`src/rtl/airi5c_ftoi_converter.sv`:
```
// Float-to-integer converter for FCVT.W.S / FCVT.WU.S.
// Three-cycle flow: load -> align significand -> round, saturate and flag.
module airi5c_ftoi_converter (
    input  logic        clk,
    input  logic        n_reset,
    input  logic        kill,
    input  logic        load,
    input  logic        op_cvtfi,
    input  logic        op_cvtfu,
    input  logic [2:0]  rm,
    input  logic [31:0] float_in,
    output logic [31:0] int_out,
    output logic        NV,
    output logic        NX,
    output logic        ready
);

    typedef enum logic [1:0] {IDLE, ALIGN, ROUND} state_t;

    state_t      state;
    logic        sign_r;
    logic [7:0]  exp_r;
    logic [22:0] man_r;
    logic [2:0]  rm_r;
    logic        uns_r;
    logic [31:0] mag_r;
    logic        rnd_r;
    logic        stk_r;
    logic        nan_r;
    logic        inf_r;
    logic        ovf_r;

    logic [31:0] al_mag;
    logic        al_rnd;
    logic        al_stk;
    logic        al_nan;
    logic        al_inf;
    logic        al_ovf;
    logic [7:0]  sh_amt;
    logic [63:0] sig_ext;
    logic [63:0] shifted;

    // Significand sits at the top of a 64-bit word; after shifting right by
    // (31 - e) the upper half is the integer part and the lower half the fraction.
    always_comb begin
        al_mag  = '0;
        al_rnd  = 1'b0;
        al_stk  = 1'b0;
        al_nan  = 1'b0;
        al_inf  = 1'b0;
        al_ovf  = 1'b0;
        sh_amt  = 8'd158 - exp_r;
        sig_ext = {1'b1, man_r, 40'b0};
        shifted = '0;
        if (exp_r == 8'hFF) begin
            al_nan = |man_r;
            al_inf = ~|man_r;
        end else if (exp_r == 8'h00) begin
            al_stk = |man_r;
        end else if (exp_r < 8'd127) begin
            al_rnd = (exp_r == 8'd126);
            al_stk = (exp_r == 8'd126) ? |man_r : 1'b1;
        end else if (exp_r >= 8'd159) begin
            al_ovf = 1'b1;
        end else begin
            shifted = sig_ext >> sh_amt[4:0];
            al_mag  = shifted[63:32];
            al_rnd  = shifted[31];
            al_stk  = |shifted[30:0];
        end
    end

    logic        inexact;
    logic        inc;
    logic [32:0] rounded;
    logic        invalid;
    logic [31:0] result;

    always_comb begin
        inexact = rnd_r | stk_r;
        case (rm_r)
            3'b001:  inc = 1'b0;
            3'b010:  inc = sign_r & inexact;
            3'b011:  inc = ~sign_r & inexact;
            3'b100:  inc = rnd_r;
            default: inc = rnd_r & (stk_r | mag_r[0]);
        endcase
        rounded = {1'b0, mag_r} + {32'b0, inc};
        invalid = 1'b0;
        result  = '0;
        if (nan_r) begin
            invalid = 1'b1;
            result  = uns_r ? 32'hFFFF_FFFF : 32'h7FFF_FFFF;
        end else if (inf_r || ovf_r) begin
            invalid = 1'b1;
            if (sign_r)
                result = uns_r ? 32'h0000_0000 : 32'h8000_0000;
            else
                result = uns_r ? 32'hFFFF_FFFF : 32'h7FFF_FFFF;
        end else if (uns_r) begin
            if (sign_r) begin
                invalid = (rounded != 33'd0);
                result  = '0;
            end else if (rounded[32]) begin
                invalid = 1'b1;
                result  = 32'hFFFF_FFFF;
            end else begin
                result = rounded[31:0];
            end
        end else begin
            if (sign_r) begin
                if (rounded > 33'h0_8000_0000) begin
                    invalid = 1'b1;
                    result  = 32'h8000_0000;
                end else begin
                    result = -rounded[31:0];
                end
            end else if (rounded > 33'h0_7FFF_FFFF) begin
                invalid = 1'b1;
                result  = 32'h7FFF_FFFF;
            end else begin
                result = rounded[31:0];
            end
        end
    end

    always_ff @(posedge clk) begin
        if (!n_reset || kill || (load && !op_cvtfi && !op_cvtfu)) begin
            state   <= IDLE;
            sign_r  <= 1'b0;
            exp_r   <= '0;
            man_r   <= '0;
            rm_r    <= '0;
            uns_r   <= 1'b0;
            mag_r   <= '0;
            rnd_r   <= 1'b0;
            stk_r   <= 1'b0;
            nan_r   <= 1'b0;
            inf_r   <= 1'b0;
            ovf_r   <= 1'b0;
            int_out <= '0;
            NV      <= 1'b0;
            NX      <= 1'b0;
            ready   <= 1'b0;
        end else if (load) begin
            state  <= ALIGN;
            sign_r <= float_in[31];
            exp_r  <= float_in[30:23];
            man_r  <= float_in[22:0];
            rm_r   <= rm;
            uns_r  <= op_cvtfu & ~op_cvtfi;
            ready  <= 1'b0;
        end else begin
            ready <= 1'b0;
            case (state)
                ALIGN: begin
                    mag_r <= al_mag;
                    rnd_r <= al_rnd;
                    stk_r <= al_stk;
                    nan_r <= al_nan;
                    inf_r <= al_inf;
                    ovf_r <= al_ovf;
                    state <= ROUND;
                end
                ROUND: begin
                    int_out <= result;
                    NV      <= invalid;
                    NX      <= ~invalid & inexact;
                    ready   <= 1'b1;
                    state   <= IDLE;
                end
                default: state <= IDLE;
            endcase
        end
    end

endmodule

```
`config.mk`:
```
export PLATFORM = sky130hd
export DESIGN_NAME = airi5c_ftoi_converter
export DESIGN_NICKNAME = d
export VERILOG_FILES = /design/src/rtl/airi5c_ftoi_converter.sv
export SDC_FILE = /design/constraint.sdc
export NUM_CORES = 1
export LEC_CHECK = 0
export CAP_MARGIN = 20
export CORE_ASPECT_RATIO = 0.7
export CORE_MARGIN = 8
export CORE_UTILIZATION = 64
export CTS_CLUSTER_DIAMETER = 80
export DETAILED_ROUTE_END_ITERATION = 16
export PLACE_DENSITY_LB_ADDON = 0.15
export SKIP_LAST_GASP = 1
export SYNTH_ARGS = -nofsm -noshare
export SYNTH_HDL_FRONTEND = slang
export SYNTH_SLANG_ARGS = --single-unit
```
`constraint.sdc`:
```
create_clock -name clk -period 8.4 [get_ports clk]
set_input_delay 2.52 -clock clk [delete_from_list [all_inputs] [get_ports clk]]
set_output_delay 2.52 -clock clk [all_outputs]
set_load 0.01 [all_outputs]
```
---- After elaboration in Yosys (flattened, before gate mapping) ----
Index checks and enable logic that the tools add are counted.
operators by class
  equal/unequal tests ..................... 8
  divide/modulo/power cells ............... 0
  $mul .................................... 0
  $add $sub $neg .......................... 3
  order comparisons ....................... 4
  mux-type cells .......................... 42
  reduce and logical (&&, ||, !) cells .... 16
  bitwise operators ....................... 11
  shifts and indexed selects .............. 1
operators by type and width
  cell                                                        count
  two-way mux 32 bit                                          15
  right shift 64 x 5 -> 64 bit                                1
  adder 32 x 1 -> 33 bit                                      1
  > comparator 33 x 31 -> 1 bit, second input constant        1
  > comparator 33 x 32 -> 1 bit, second input constant        1
  nonzero test 33 bit                                         1
  negator 32 bit                                              1
  OR reduction 31 bit                                         1
  two-way mux 1 bit                                           25
  OR reduction 23 bit                                         1
  == test 8 x 7 -> 1 bit, second input constant               1
  == test 8 bit, second input constant                        1
  >= comparator 8 bit, second input constant                  1
  logical NOT 8 bit                                           1
  less-than comparator 8 x 7 -> 1 bit, second input constant  1
  == test 3 x 2 -> 1 bit, second input constant               2
  AND 1 bit                                                   5
  subtractor 5 bit, first input constant                      1
  logical NOT 1 bit                                           4
  inverter 1 bit                                              4
  case mux 1 bit (4 select lines)                             1
  AND reduction 2 bit                                         2
  == test 3 x 1 -> 1 bit, second input constant               1
  == test 3 bit, second input constant                        1
  7 further kinds                                             11
storage, ports and cells
  memory bits (read-only) ................. 0
  latch bits .............................. 0
  output and inout port bits .............. 35
  RAM bits ................................ 0
  register bits after elaboration ......... 110
  memories kept ........................... 0

---- Logic depth before layout (Yosys ltp) ----
  word-level depth ........................ 12
  mapped depth ............................ 22
  depth with buffers taken out ............ 16

---- Least setup slack after synthesis ----
Ideal clock, no wire load.
  path type ............................... input-to-reg
  start ................................... input load
  end ..................................... register int_out[17]
  stages .................................. 10
  setup slack ............................. 3.775 ns
  arrival ................................. 4.497 ns
  buffers on the path ..................... 3
  path through ............................ clkbuf_1 or3b_2 clkbuf_1 nor2_1 o21ai_0 nor2_1 clkbuf_1 nor2_1 o31ai_1 o21ai_0
on the way
  longest elaborated chain between the ends .. 3
ends and longest elaborated chain
  item                            RTL line  source
  start: declaration              7         input logic load,
  logical AND 1 bit (2 in a row)  128       if (!n_reset || kill || (load && !op_cvtfi && !op_cvtfu)) begin
  logical OR 1 bit                128
  end signal: assignment          166       int_out <= result;
  end: declaration                12        output logic [31:0] int_out,
Several ways; a longest one is shown, not always the timed one.
A chain may end at the register's enable or synchronous reset.

---- Worst setup path after layout ----
  start ................................... register sign_r
  end ..................................... register int_out[19]
on the way
  longest elaborated chain between the ends .. 10
ends and longest elaborated chain
  item                                          RTL line  source
  start: declaration                            21        logic sign_r;
  start signal: assignment                      147       sign_r <= float_in[31];
  inverter 1 bit                                84        3'b011: inc = ~sign_r & inexact;
  AND 1 bit                                     84
  case mux 1 bit (4 select lines)               81        case (rm_r)
  adder 32 x 1 -> 33 bit                        88        rounded = {1'b0, mag_r} + {32'b0, inc};
  negator 32 bit, or another cell as far along  116       result = -rounded[31:0];
  two-way mux 32 bit (on tied branches)         112, 118
  two-way mux 32 bit                            111       if (sign_r) begin
  two-way mux 32 bit                            100       end else if (uns_r) begin
  two-way mux 32 bit (*)                        94        end else if (inf_r || ovf_r) begin
  two-way mux 32 bit (*)                        91        if (nan_r) begin
Mark *: on every way between the ends. The rest lies on a longest branch, timed or not.

==> out/metrics.yaml <==
worst_path_largest_cell_delay_ns: 0.52
rr_worst_depth: 16
crit_type: "flip-flop to flip-flop"
hold_path_class: "flip-flop to flip-flop"
synth_edf_count: 0
totalWireLength_um: 27000
postCtsSetupBuffers: 0
grt_start_max_net_pins: 74
antenna_left: 0
fmax_ghz: 0.175
drc: 0
hpwl_um: 20200
path_buf_inv: 1
holdPathEnd: "NX"
rsz0062_at_grt: "no"
tightest_slew_ns: 0.974
synth.top_cell.area_share_pct: 26.2
first_global_vias: 7809
antenna_found_initial: 0
die_h_um: 112
cts_tree: "built"
num_rows: 35
synth_seq_area_share_pct: 26.2
routedWlPerCell_um: 21.4
cp_top_family: "simple AND/OR/NAND/NOR gates"
cts.sinks: 110
arrival_ns: 6.00
syn_area_per_cell_um2: 7.80
yosys.cell_types.count: 80
cts.clk_slew.worst_paths_ns: 0.08
final.setup.worst_slack_ns: 2.67
grt_pass1_wl_um: 42700
via_per_inst: 6.87
synth_top_cell_by_area: "dfxtp_1"
crit_chain: "buf_4 -> xnor2_1 -> nor3b_1 -> a21oi_1 -> nor2_1 -> ha_1 -> ha_1 -> and3_1 -> nand4_4 -> or3_1 -> a211oi_1 -> nand3_1 -> and4b_4 -> or2_1 -> a221oi_1 -> nor3_1"
yosys.area_share.adder_pct: 1.04
ctsResizeCount: 0
portBuffers: 75
dp_slack_ns: 2.91
yosys_warnings: 0
reg2reg_from: "sign_r"
gr-total-overflow: 0
worstHoldStart: "NX"
synthXorXnorAreaFrac_pct: 5.22
syn_inst: 1075
holdBufCountCts: 0
synthFlopType: "dfxtp_1"
slew_viol_final: 0
crit_required_ns: 8.67
start_util_pct: 64.7
regToRegSetupSlack_ns: 2.67
core_area_um2: 13000
netlist_area_um2: 8390
hold_viol_final: 0
endpoint_kind: "flip-flop"
setup_viol: 0
grt_usage_pct: 30.4
route.vias.total: 8647
maxCapViolations: 0
path_max_fanout: 60
htreeDepth: 3
area_growth_pct: 12.8
postSynth.asyncResetShare_pct: 0
layout_min_cycle_time_ns: 5.73
p_per_area_nw_per_um2: 123
critPathMostFrequentCell: "ha_1"
drt_iter0_markers: 1194
max_slew_margin_pct: 34.2
finClkSkew_ns: 0.0113
clkLatencyLatePin_ns: 0.36
synthMuxAreaShare_pct: 14.0
cp_slowest_cell: "or2_1"
synth_area_leaders: "dfxtp_1 26%, mux2i_1 8.1%, nor2_1 7.2%"
yosys.area_share.simple_pct: 26.6
fp.dieW_um: 153
start_kind: "flip-flop"
min_path_cells: 1
ios: 76
peakVddDrop_v: 0.000110
nNetsFinal: 1136
p_leak_uw: 0.00325
yosys-top-cells-count: "161 x nor2_1, 110 x dfxtp_1, 98 x a21oi_1"
clock_path_buffers: 2
status: "complete, no violations"
r2r_end: "int_out[19]"
drive_gt1_share_pct: 8.69
dr.pass1.iters: 6
synth_nets: 1123
synth_compound_area_share_pct: 21.7
setup_tns_ns: 0
die_area_um2: 17100
postLayoutCoreUtil_pct: 73.0
antenna_cells: 0
numCtsBuffers: 9
gp_congestion: 1.01
ys_ff_latch: 110
synth_top_family_by_area: "simple AND/OR/NAND/NOR gates"
min_period_over_period_pct: 68.2
root_buffer: "clkbuf_16"
synth_most_common_cell: "nor2_1"
area by class of cell:
cell class                      count  area, µm²
Clock buffer                        9        225
Clock inverter                      7        124
Fill cell                        1052       3500
Inverter                           10       37.5
Multi-Input combinational cell    866       5770
Sequential cell                   110       2200
Tap cell                          166        208
Timing Repair Buffer               91        886
flip-flops by register name, indices dropped and copies added, names as in the netlist, 2 cells and up:
name	count
man_r	23
mag_r	32
int_out	32
rm_r	3
exp_r	8
state	2
worst max-delay path by stage:
stage / start / to / depth (start not counted)
after global placement: sign_r / int_out[15] / 16
after floorplan: load / int_out[17] / 10
after CTS: sign_r / int_out[12] / 16
after detailed placement: sign_r / int_out[15] / 16
final: sign_r / int_out[19] / 16
after global routing: sign_r / int_out[12] / 16
metrics by stage:
step | cell area, µm² | hold WS (ns) | instances | total power, µW
final | 9460 | 0.528 | 1259 | 1160
after global routing | 9460 | 0.547 | 1259 | 1190
after CTS | 9430 | 0.528 | 1258 | 1160
after detailed placement | 9080 | 0.509 | 1242 | 664
after global placement | 9080 | 0.491 | 1242 | 662
after floorplan | 8390 | 0.463 | 1075 | 621
logic make-up after synthesis:
kind of cell             Yosys count
flip-flops                       110
adder cells (fa/ha/maj)            7
XOR/XNOR                          50
AO/OA/AOI/OAI                    278
buffers and inverters             99
multiplexers                      92
AND/OR/NAND/NOR                  439
cells in the final DEF (no fill, tap or decap), types with 10 or more instances in the layout:
| cell type | instances |
|---|---|
| nor2_1 | 160 |
| dfxtp_1 | 108 |
| a21oi_1 | 97 |
| clkdlybuf4s50_1 | 74 |
| nand2_1 | 70 |
| mux2i_1 | 68 |
| o21ai_0 | 41 |
| nand3_1 | 40 |
| xnor2_1 | 34 |
| nor3_1 | 33 |
| nor4_1 | 21 |
| a31oi_1 | 20 |
| mux4_2 | 20 |
| a211oi_1 | 18 |
| nand4_1 | 17 |
| a22oi_1 | 16 |
| buf_4 | 15 |
| xor2_1 | 14 |
| and3_1 | 13 |
| or3_1 | 12 |
| inv_1 | 10 |
| or4_1 | 10 |
layer usage:
layer | GRT usage (%) | vias up | wire (µm)
li1 | - | 4022 | -
met4 | 4.60 | 0 | 256
met1 | 44.4 | 4063 | 12100
met3 | 13.6 | 34 | 4020
met2 | 40.4 | 528 | 10500
met5 | 0 | - | 0
report_power, final:
| part | switching [µW] | total [µW] | leakage, µW | internal, µW |
|---|---|---|---|---|
| sequential | 11.9 | 539 | 0.000890 | 527 |
| clock | 228 | 501 | 0.000170 | 273 |
| combinational | 65.4 | 119 | 0.00219 | 54.0 |
(Power assumes the default switching activity.)
